`src/rtl/gtob_stream.sv`:
```
// Streaming Gray-to-binary decoder with a 2-stage valid/ready pipeline.
// Flags and counts accepted Gray words that jump more than one bit from their predecessor.
module gtob_stream #(
  parameter int unsigned WIDTH = 3,
  parameter int unsigned CNT_W = 8
) (
  input  logic             clk,
  input  logic             rst_n,
  input  logic             g_valid,
  output logic             g_ready,
  input  logic [WIDTH-1:0] g,
  output logic             b_valid,
  input  logic             b_ready,
  output logic [WIDTH-1:0] b,
  output logic             step_err,
  output logic [CNT_W-1:0] err_cnt
);

  localparam logic [CNT_W-1:0] CntMax = '1;

  // Fold from the MSB down: each binary bit is the XOR of all Gray bits at or above it.
  function automatic logic [WIDTH-1:0] gray2bin(input logic [WIDTH-1:0] gv);
    logic [WIDTH-1:0] bv;
    bv[WIDTH-1] = gv[WIDTH-1];
    for (int i = int'(WIDTH) - 2; i >= 0; i--) begin
      bv[i] = bv[i+1] ^ gv[i];
    end
    return bv;
  endfunction

  // True when more than one bit is set: clearing the lowest set bit leaves something behind.
  function automatic logic multi_bit(input logic [WIDTH-1:0] x);
    logic [WIDTH-1:0] xm1;
    xm1 = x - WIDTH'(1);
    return (x & xm1) != '0;
  endfunction

  logic             s1_v_q, s1_v_d;
  logic [WIDTH-1:0] s1_g_q, s1_g_d;
  logic             s1_err_q, s1_err_d;
  logic             s2_v_q, s2_v_d;
  logic [WIDTH-1:0] s2_b_q, s2_b_d;
  logic             s2_err_q, s2_err_d;
  logic [WIDTH-1:0] prev_g_q, prev_g_d;
  logic             have_prev_q, have_prev_d;
  logic [CNT_W-1:0] cnt_q, cnt_d;

  logic s2_rdy;
  logic s1_rdy;
  logic accept;
  logic deliver;

  always_comb begin
    s2_rdy  = ~s2_v_q | b_ready;
    s1_rdy  = ~s1_v_q | s2_rdy;
    accept  = g_valid & s1_rdy;
    deliver = s2_v_q & b_ready;
  end

  always_comb begin
    s1_v_d      = s1_v_q;
    s1_g_d      = s1_g_q;
    s1_err_d    = s1_err_q;
    s2_v_d      = s2_v_q;
    s2_b_d      = s2_b_q;
    s2_err_d    = s2_err_q;
    prev_g_d    = prev_g_q;
    have_prev_d = have_prev_q;
    cnt_d       = cnt_q;

    if (s1_rdy) begin
      s1_v_d = g_valid;
    end
    if (accept) begin
      s1_g_d      = g;
      s1_err_d    = have_prev_q & multi_bit(g ^ prev_g_q);
      prev_g_d    = g;
      have_prev_d = 1'b1;
    end

    if (s2_rdy) begin
      s2_v_d = s1_v_q;
      if (s1_v_q) begin
        s2_b_d   = gray2bin(s1_g_q);
        s2_err_d = s1_err_q;
      end
    end

    // Only the word leaving the block this cycle affects the count.
    if (deliver && s2_err_q && (cnt_q != CntMax)) begin
      cnt_d = cnt_q + CNT_W'(1);
    end
  end

  always_ff @(posedge clk or negedge rst_n) begin
    if (!rst_n) begin
      s1_v_q      <= 1'b0;
      s1_g_q      <= '0;
      s1_err_q    <= 1'b0;
      s2_v_q      <= 1'b0;
      s2_b_q      <= '0;
      s2_err_q    <= 1'b0;
      prev_g_q    <= '0;
      have_prev_q <= 1'b0;
      cnt_q       <= '0;
    end else begin
      s1_v_q      <= s1_v_d;
      s1_g_q      <= s1_g_d;
      s1_err_q    <= s1_err_d;
      s2_v_q      <= s2_v_d;
      s2_b_q      <= s2_b_d;
      s2_err_q    <= s2_err_d;
      prev_g_q    <= prev_g_d;
      have_prev_q <= have_prev_d;
      cnt_q       <= cnt_d;
    end
  end

  always_comb begin
    g_ready  = s1_rdy;
    b_valid  = s2_v_q;
    b        = s2_b_q;
    step_err = s2_err_q;
    err_cnt  = cnt_q;
  end

endmodule

```
`config.mk`:
```
export PLATFORM = sky130hd
export DESIGN_NAME = gtob_stream
export DESIGN_NICKNAME = d
export VERILOG_FILES = /design/src/rtl/gtob_stream.sv
export SDC_FILE = /design/constraint.sdc
export NUM_CORES = 1
export LEC_CHECK = 0
export CORE_MARGIN = 3
export CORE_UTILIZATION = 42
export CTS_CLUSTER_DIAMETER = 80
export DETAILED_ROUTE_END_ITERATION = 16
export GPL_TIMING_DRIVEN = 1
export PLACE_DENSITY = 0.78
export SLEW_MARGIN = 20
export SYNTH_ARGS = -nofsm -noshare
export SYNTH_HDL_FRONTEND = slang
export SYNTH_SLANG_ARGS = --single-unit
```
`constraint.sdc`:
```
create_clock -name clk -period 1.4 [get_ports clk]
set_input_delay 0.28 -clock clk [delete_from_list [all_inputs] [get_ports clk]]
set_output_delay 0.28 -clock clk [all_outputs]
set_load 0.005 [all_outputs]
```
# Yosys cells after proc, flatten, opt, wreduce, memory -nomap -nowiden
# Index checks and enable logic that the tools add are counted.
# classes
add_sub_neg	2
eq_ne	1
n_bitwise	11
n_reduce_logical	4
# op_table
op	n
8-bit by 1-bit adder with 8-bit output, second input constant	1
8-bit inequality test, second input constant	1
1-bit AND	3
3-bit AND	1
3-bit nonzero test	1
3-bit by 1-bit subtractor with 3-bit output, second input constant	1
3-bit XOR	1
1-bit logical AND	2
1-bit NOT	2
1-bit bitwise OR	2
2-bit AND reduction	1
1-bit XOR	2
# totals
reg_bits	19
inputBits	7
output_inout_bits	14
elab_cells	26

# Longest topological paths before layout
# Gate-level depths: netlist (run 1).
# depth
word_depth	5
depth_mapped	5
depth_no_buf	5

# Worst setup path after synthesis (run 1)
# Ideal clock, no wire load.
# synth_timing
kind	register -> register
from	register cnt_q[0] (netlist: err_cnt[0])
to	register cnt_q[1] (netlist: err_cnt[1])
setup_ns	0.125
arrival_ns	1.278
slack_ns	-0.003
stages_incl_launch_ff	5
synth_period_minus_slack_ns	1.403
cell_sequence	dfrtp_1 > ha_1 > nand4_4 > o21ai_4 > mux2_4
# synth_via
elab_chain_cells	2
elab_cells_between_ends	3
cone_classes	add/sub (1); eq/ne (1); reduce/logical (1)
# synth_lines
item	line_no	rtl
start, declared	46	logic [CNT_W-1:0] cnt_q, cnt_d;
start signal, assigned	115	cnt_q <= cnt_d;
branches (longest 2 deep; another with 8-bit by 1-bit adder with 8-bit output)	-	
# Parallel ways; which one is timed is not known.
# A chain may end at the register's enable or synchronous reset.

# Worst setup path in the final report (run 1)
# layout_timing
from	register s2_err_q (netlist: step_err)
to	register cnt_q[1] (netlist: err_cnt[1])
# layout_via
elab_chain_cells	2
# layout_lines
item	line_no	rtl
start, declared	43	logic s2_err_q, s2_err_d;
start signal, assigned	112	s2_err_q <= s2_err_d;
1-bit logical AND (2 in series)	90	if (deliver && s2_err_q && (cnt_q != CntMax)) begin
# Every way passes these cells.

==> results of run 1 <==
## flip-flops by register name (all words and copies together) (netlist names)
| signal | cells |
|---|---|
| prev_g_q | 3 |
| err_cnt | 8 |
| s1_err_q | 1 |
| b | 3 |
| step_err | 1 |
| have_prev_q | 1 |
| b_valid | 1 |
| s1_v_q | 1 |
## timing repair
action,4_1_cts,5_1_grt
resized for setup,21,3
setup endpoints to repair,14,8
setup buffers,10,0
pin swaps,1,0
## where the power goes
group	internal [W]	switching (W)	total (W)
combinational	0.000451	0.000315	0.000765
clock	0.000106	0.000169	0.000275
sequential	0.000681	0.0000738	0.000755
total	0.00124	0.000558	0.00180
## metal layers
metal / vias to the layer above / wire length, um
met2: 14 / 905
li1: 330 / -
met5: - / 0
met1: 314 / 687
met3: 0 / 73
met4: 0 / 0
## critical path, delay by kind of cell, from the launching register on
kind / cells / cell delay, ps
AO/OA/AOI/OAI: 1 / 80
AND/OR/NAND/NOR: 1 / 190
flip-flops: 1 / 400
buffers and inverters: 2 / 280
multiplexers: 1 / 320
## cells in the mapped netlist, types with 2 or more instances
cell,count
nor2_1,5
xor2_1,7
o21ai_0,3
nand2_1,8
xnor2_1,2
dfrtp_1,19
nand2b_1,5
nand3_1,4
mux2_2,7
## per-stage QoR
stage / power (W) / instance area (um^2) / instances / setup WS (ps) / util, %
floorplan: 0.00107 / 871 / 72 / 15.3 / -
global placement: 0.00143 / 1160 / 125 / -262 / 63.2
detailed placement: 0.00146 / 1160 / 125 / -279 / 63.2
CTS: 0.00180 / 1260 / 139 / 26.4 / 68.5
global route: 0.00192 / 1270 / 139 / -39.9 / 68.9
finish: 0.00180 / 1270 / 139 / 23.3 / 68.9
## path summary, 6_finish.rpt
check                               from          to  slack [ps]  cells after the start
max in group asynchronous          rst_n  err_cnt[3]         870                      2
worst min register to register      b[1]        b[1]         490                      2
min in group clk                    b[1]        b[1]         490                      2
worst max register to register  step_err  err_cnt[1]          20                      5
worst min-delay path               rst_n  err_cnt[6]         290                      2
worst max-delay path            step_err  err_cnt[1]          20                      5
## area by class of cell
type / count / share of cell area [%]
sequential: 19 / 37.7
multi-input combinational: 52 / 32.2
timing repair buffer: 38 / 25.2
tap: 25 / 2.47
clock buffer: 3 / 1.78
clock inverter: 1 / 0.395
inverter: 1 / 0.296
## cell families after synthesis
group | count (synthesis) | share of synthesized area (%)
simple gates | 27 | 17.1
fa+ha+maj | 1 | 1.44
buf+inv | 1 | 0.432
flops | 19 | 54.8
mux | 9 | 12.1
xor+xnor | 9 | 9.08
compound gates | 6 | 5.04
==> key figures, run 1 <==
STA
  – Max Clock Freq: 0.726 GHz
  – Final setup vio count: 0
  – Period utilization: 98.3%
  – Slew Limit Fails: 0
  – Post-route clock skew: 15.7 ps
  – Slew margin rel.: 83.5%
  – RSZ-0062 raised after global routing: yes
  – Final min period: 1380 ps
  – Worst slew pin tran: 247 ps
  – Final Hold Viols: 0
  – Final hold slack: 293 ps
  – Setup tns final: 0 ps

Clock network
  – Clock buffer depth: 2
  – CTS root buf: clkbuf_4
  – Clk_lat worst skew: 300 ps
  – CTS H-tree lvls: 1
  – TritonCTS clock tree: done
  – Sink Count: 19
  – Clk slew on worst S/H paths: 120 ps
  – Cts hold-fix bufs: 0
  – Num CTS Buffers: 3

Yosys
  – Total nets after synthesis: 80
  – Netlist cell types: 21
  – Synthesized area: 868 um^2
  – Post-synth EDFFs: 0
  – Synth Area per Inst: 12.1 um^2
  – Top cells by area, synth: dfrtp_1 (55%), mux2_2 (9.1%), xor2_1 (7.1%)
  – Post-synth ARST share: 100%
  – Sequential area share after synthesis: 54.8%
  – Area share of the largest cell type after synthesis: 54.8%
  – Post-synth top area cell: dfrtp_1
  – Dominant synthesized flop cell: dfrtp_1
  – Cells after synthesis: 72
  – Synth warnings: 0
  – Yosys reg bits: 19

Placed design
  – IO Port Bufs: 20
  – Routability cong.: 0.701
  – Post-DP HPWL: 1.19 mm

Pwr
  – Leakage power: 0.609 nW
  – Peak VDD IR: 0.844 mV
  – PwrDens: 1420 nW/um^2

Worst setup path
  – Setup crit end kind: flop
  – Critical path class: reg2reg
  – Critical Path Fanout Max: 5
  – CP required: 1580 ps
  – Worst path slowest cell: dfrtp_1
  – CP most frequent cell: buf_4
  – Worst setup SP type: flop
  – Arrival @ worst endpoint: 1560 ps
  – Cell-by-cell trace of the critical path: buf_4 -> and3_4 -> buf_4 -> o21ai_4 -> mux2_4
  – Delay of the slowest cell on the worst path: 400 ps

Global route
  – Initial antenna violation count: 0
  – GRT met3 Usage: 2.92%
  – Vias in the first global route: 681
  – Grt peak-use layer: met2
  – GRT Overall Usage: 14.2%
  – GR Layer Usage met1: 14.8%
  – GR Util met2: 27.3%
  – Largest net degree at the start of global routing: 20
  – First-pass GRT wire length: 2.81 mm
  – GRT Residual Overflow: 0

Finish
  – Multi-input logic area: 408 um^2
  – Share of cells above drive strength 1: 33.3%
  – Nets: 123
  – Most frequent cells in the layout: dfrtp_1 (17), buf_4 (17), dlygate4sd2_1 (12)
  – Area Overhead vs Synth: 46.0%
  – Sequential cell area: 478 um^2
  – Antenna cells: 0
  – Filler cell count: 160

Floorplanning
  – Die outline height: 51.5 um
  – Area of the die: 2650 um^2
  – Chip Width: 51.5 um
  – IO Count: 21
  – Core Area: 1840 um^2
  – Starting density of the core: 47.2%
  – # rows: 15

Job
  – Max-cap violations: 0

Drt
  – DRT Pass-1 Iters: 4
  – First-iteration detailed-routing DRC count: 4
  – Routed via count: 658
  – Vias per cell: 4.73
  – DRC: 0
  – Routed wire per std cell: 12.0 um
  – Post-DRT Antenna Nets: 0
  – Final WL: 1.67 mm

Min path
  – Hold Path Class: in2async

Outcome
  – Status: finished clean
Power figures use the tool's default switching activity.
==> inputs of run 2 (changes only) <==
--- a/config.mk
+++ b/config.mk
@@ -5,12 +5,14 @@
 export SDC_FILE = /design/constraint.sdc
 export NUM_CORES = 1
 export LEC_CHECK = 0
+export CELL_PAD_IN_SITES_DETAIL_PLACEMENT = 1
+export CELL_PAD_IN_SITES_GLOBAL_PLACEMENT = 2
 export CORE_MARGIN = 3
-export CORE_UTILIZATION = 42
+export CORE_UTILIZATION = 27
 export CTS_CLUSTER_DIAMETER = 80
 export DETAILED_ROUTE_END_ITERATION = 16
 export GPL_TIMING_DRIVEN = 1
-export PLACE_DENSITY = 0.78
+export PLACE_DENSITY = 0.77
 export SLEW_MARGIN = 20
 export SYNTH_ARGS = -nofsm -noshare
 export SYNTH_HDL_FRONTEND = slang
==> run 2 against run 1 <==
Compared with the run above: clock power rose by 6%; combinational power increased by 13%; global-route usage decreased by 3.4 points; routed wire length grew 23%; die area is 48% higher; non-clock buffer count grew 5; critical endpoint unchanged.
==> key figures, run 2 (synthesis results as in run 1) <==
Worst setup path
  – Worst path slowest cell: dfrtp_1
  – Critical path class: reg2reg
  – Critical Path Fanout Max: 5
  – Arrival @ worst endpoint: 1610 ps
  – Delay of the slowest cell on the worst path: 410 ps
  – Cell-by-cell trace of the critical path: buf_6 -> ha_4 -> nand4_4 -> o21ai_4 -> mux2_4
  – CP required: 1610 ps
  – Setup crit end kind: flop
  – Reg2reg setup slack: 4 ps
  – Worst setup SP type: flop

Drt
  – DRC: 0
  – Post-DRT Antenna Nets: 0
  – DRT Pass-1 Iters: 3
  – First-iteration detailed-routing DRC count: 11
  – Routed via count: 708
  – Vias per cell: 4.40
  – Routed wire per std cell: 12.8 um
  – Final WL: 2.06 mm

STA
  – RSZ-0062 raised after global routing: yes
  – Final Hold Viols: 0
  – Slew margin rel.: 83.2%
  – Final setup vio count: 0
  – Setup tns final: 0 ps
  – Worst slew pin tran: 252 ps
  – Period utilization: 99.7%
  – Final min period: 1400 ps
  – Slew Limit Fails: 0
  – Max Clock Freq: 0.716 GHz
  – Post-route clock skew: 11.5 ps

Job
  – Max-cap violations: 0

Finish
  – Commonest non-fill, non-tap cell in the layout: buf_4
  – Fin cells: 161
  – Max FFs per register: 8
  – Antenna cells: 0
  – Share of cells above drive strength 1: 38.7%
  – Filler cell count: 344
  – Area Overhead vs Synth: 55.8%
  – Nets: 128
  – Most frequent cells in the layout: buf_4 (19), dfrtp_1 (16), dlygate4sd2_1 (12), xor2_1 (7), nand2_1 (7)

Clock network
  – CTS root buf: clkbuf_4
  – Clock buffer depth: 2
  – CTS H-tree lvls: 1
  – Num CTS Buffers: 3
  – TritonCTS clock tree: done
  – Sink Count: 19
  – Clk slew on worst S/H paths: 110 ps
  – Clk_lat worst skew: 310 ps

Global route
  – Largest net degree at the start of global routing: 20
  – Initial antenna violation count: 0
  – GRT Residual Overflow: 0
  – First-pass GRT wire length: 3.28 mm
  – GRT Overall Usage: 10.8%
  – Vias in the first global route: 727

Outcome
  – Status: finished clean

Floorplanning
  – Starting density of the core: 29.9%
  – Die outline height: 62.7 um
  – Chip Width: 62.7 um
  – IO Count: 21
  – Area of the die: 3930 um^2
  – # rows: 19
  – Core Area: 2900 um^2

Placed design
  – IO Port Bufs: 20
  – Post-Place Cells: 141
  – Post-DP HPWL: 1.34 mm
  – Routability cong.: 0.754

Pwr
  – Peak VDD IR: 0.546 mV
  – PwrDens: 1420 nW/um^2
  – Leakage power: 0.637 nW
  – Power Total: 0.00193 W

Min path
  – Hold Path Class: in2async
run 2: per-layer routing:
metal / share of wire (%) / track usage [%] / up-vias
met4: 1.4 / 4.13 / 0
met1: 38 / 11.0 / 344
met2: 55 / 20.2 / 18
met5: 0 / 0 / -
li1: - / - / 342
met3: 5.2 / 3.42 / 4
run 2: layout make-up:
| class | count | area [um^2] | area share [%] |
|---|---|---|---|
| inverter | 1 | 3.75 | 0.278 |
| clock buffer | 4 | 26.3 | 1.94 |
| timing repair buffer | 43 | 368 | 27.2 |
| multi-input combinational | 52 | 423 | 31.3 |
| tap | 42 | 52.6 | 3.89 |
| sequential | 19 | 479 | 35.4 |
run 2: report_power, final:
group          internal [W]  switching [W]  leakage (nW)
registers          0.000683      0.0000871         0.226
logic              0.000526       0.000340         0.396
clock network      0.000111       0.000179        0.0150
run 2: worst paths after layout:
path	start	endpoint	cells past startpoint
worst max-delay path	err_cnt[1]	err_cnt[1]	5
worst min-delay path	rst_n	err_cnt[7]	2
worst max register to register	err_cnt[1]	err_cnt[1]	5
worst min register to register	have_prev_q	have_prev_q	1
max in group asynchronous	rst_n	err_cnt[2]	2
min in group clk	have_prev_q	have_prev_q	1
run 2: repair_timing:
item                                    4_1_cts  5_1_grt
endpoints found under the setup margin       14       14
hold endpoints to repair                      0        0
resized for setup                            24        8
hold buffers                                  0        0
buffers inserted                             12        4
pin swaps                                     1        1
run 2: through the flow:
stage / hold WS (ps) / util [%] / worst slack, ps / cell area [um^2]
after CTS: 309 / 44.7 / -1.09 / 1300
after global placement: 450 / 40.6 / -267 / 1180
final: 296 / 46.6 / 3.57 / 1350
after global routing: 319 / 46.6 / -79.0 / 1350
after detailed placement: 451 / 40.6 / -295 / 1180
after floorplan: -15.6 / - / 15.3 / 871
run 2: worst max-delay path, delay by kind of cell (launching register included):
family | cells | cell delay [ps]
AO/OA/AOI/OAI | 1 | 210
adder cells (fa/ha/maj) | 1 | 140
buffers and inverters | 1 | 120
flip-flops | 1 | 410
multiplexers | 1 | 320
AND/OR/NAND/NOR | 1 | 100
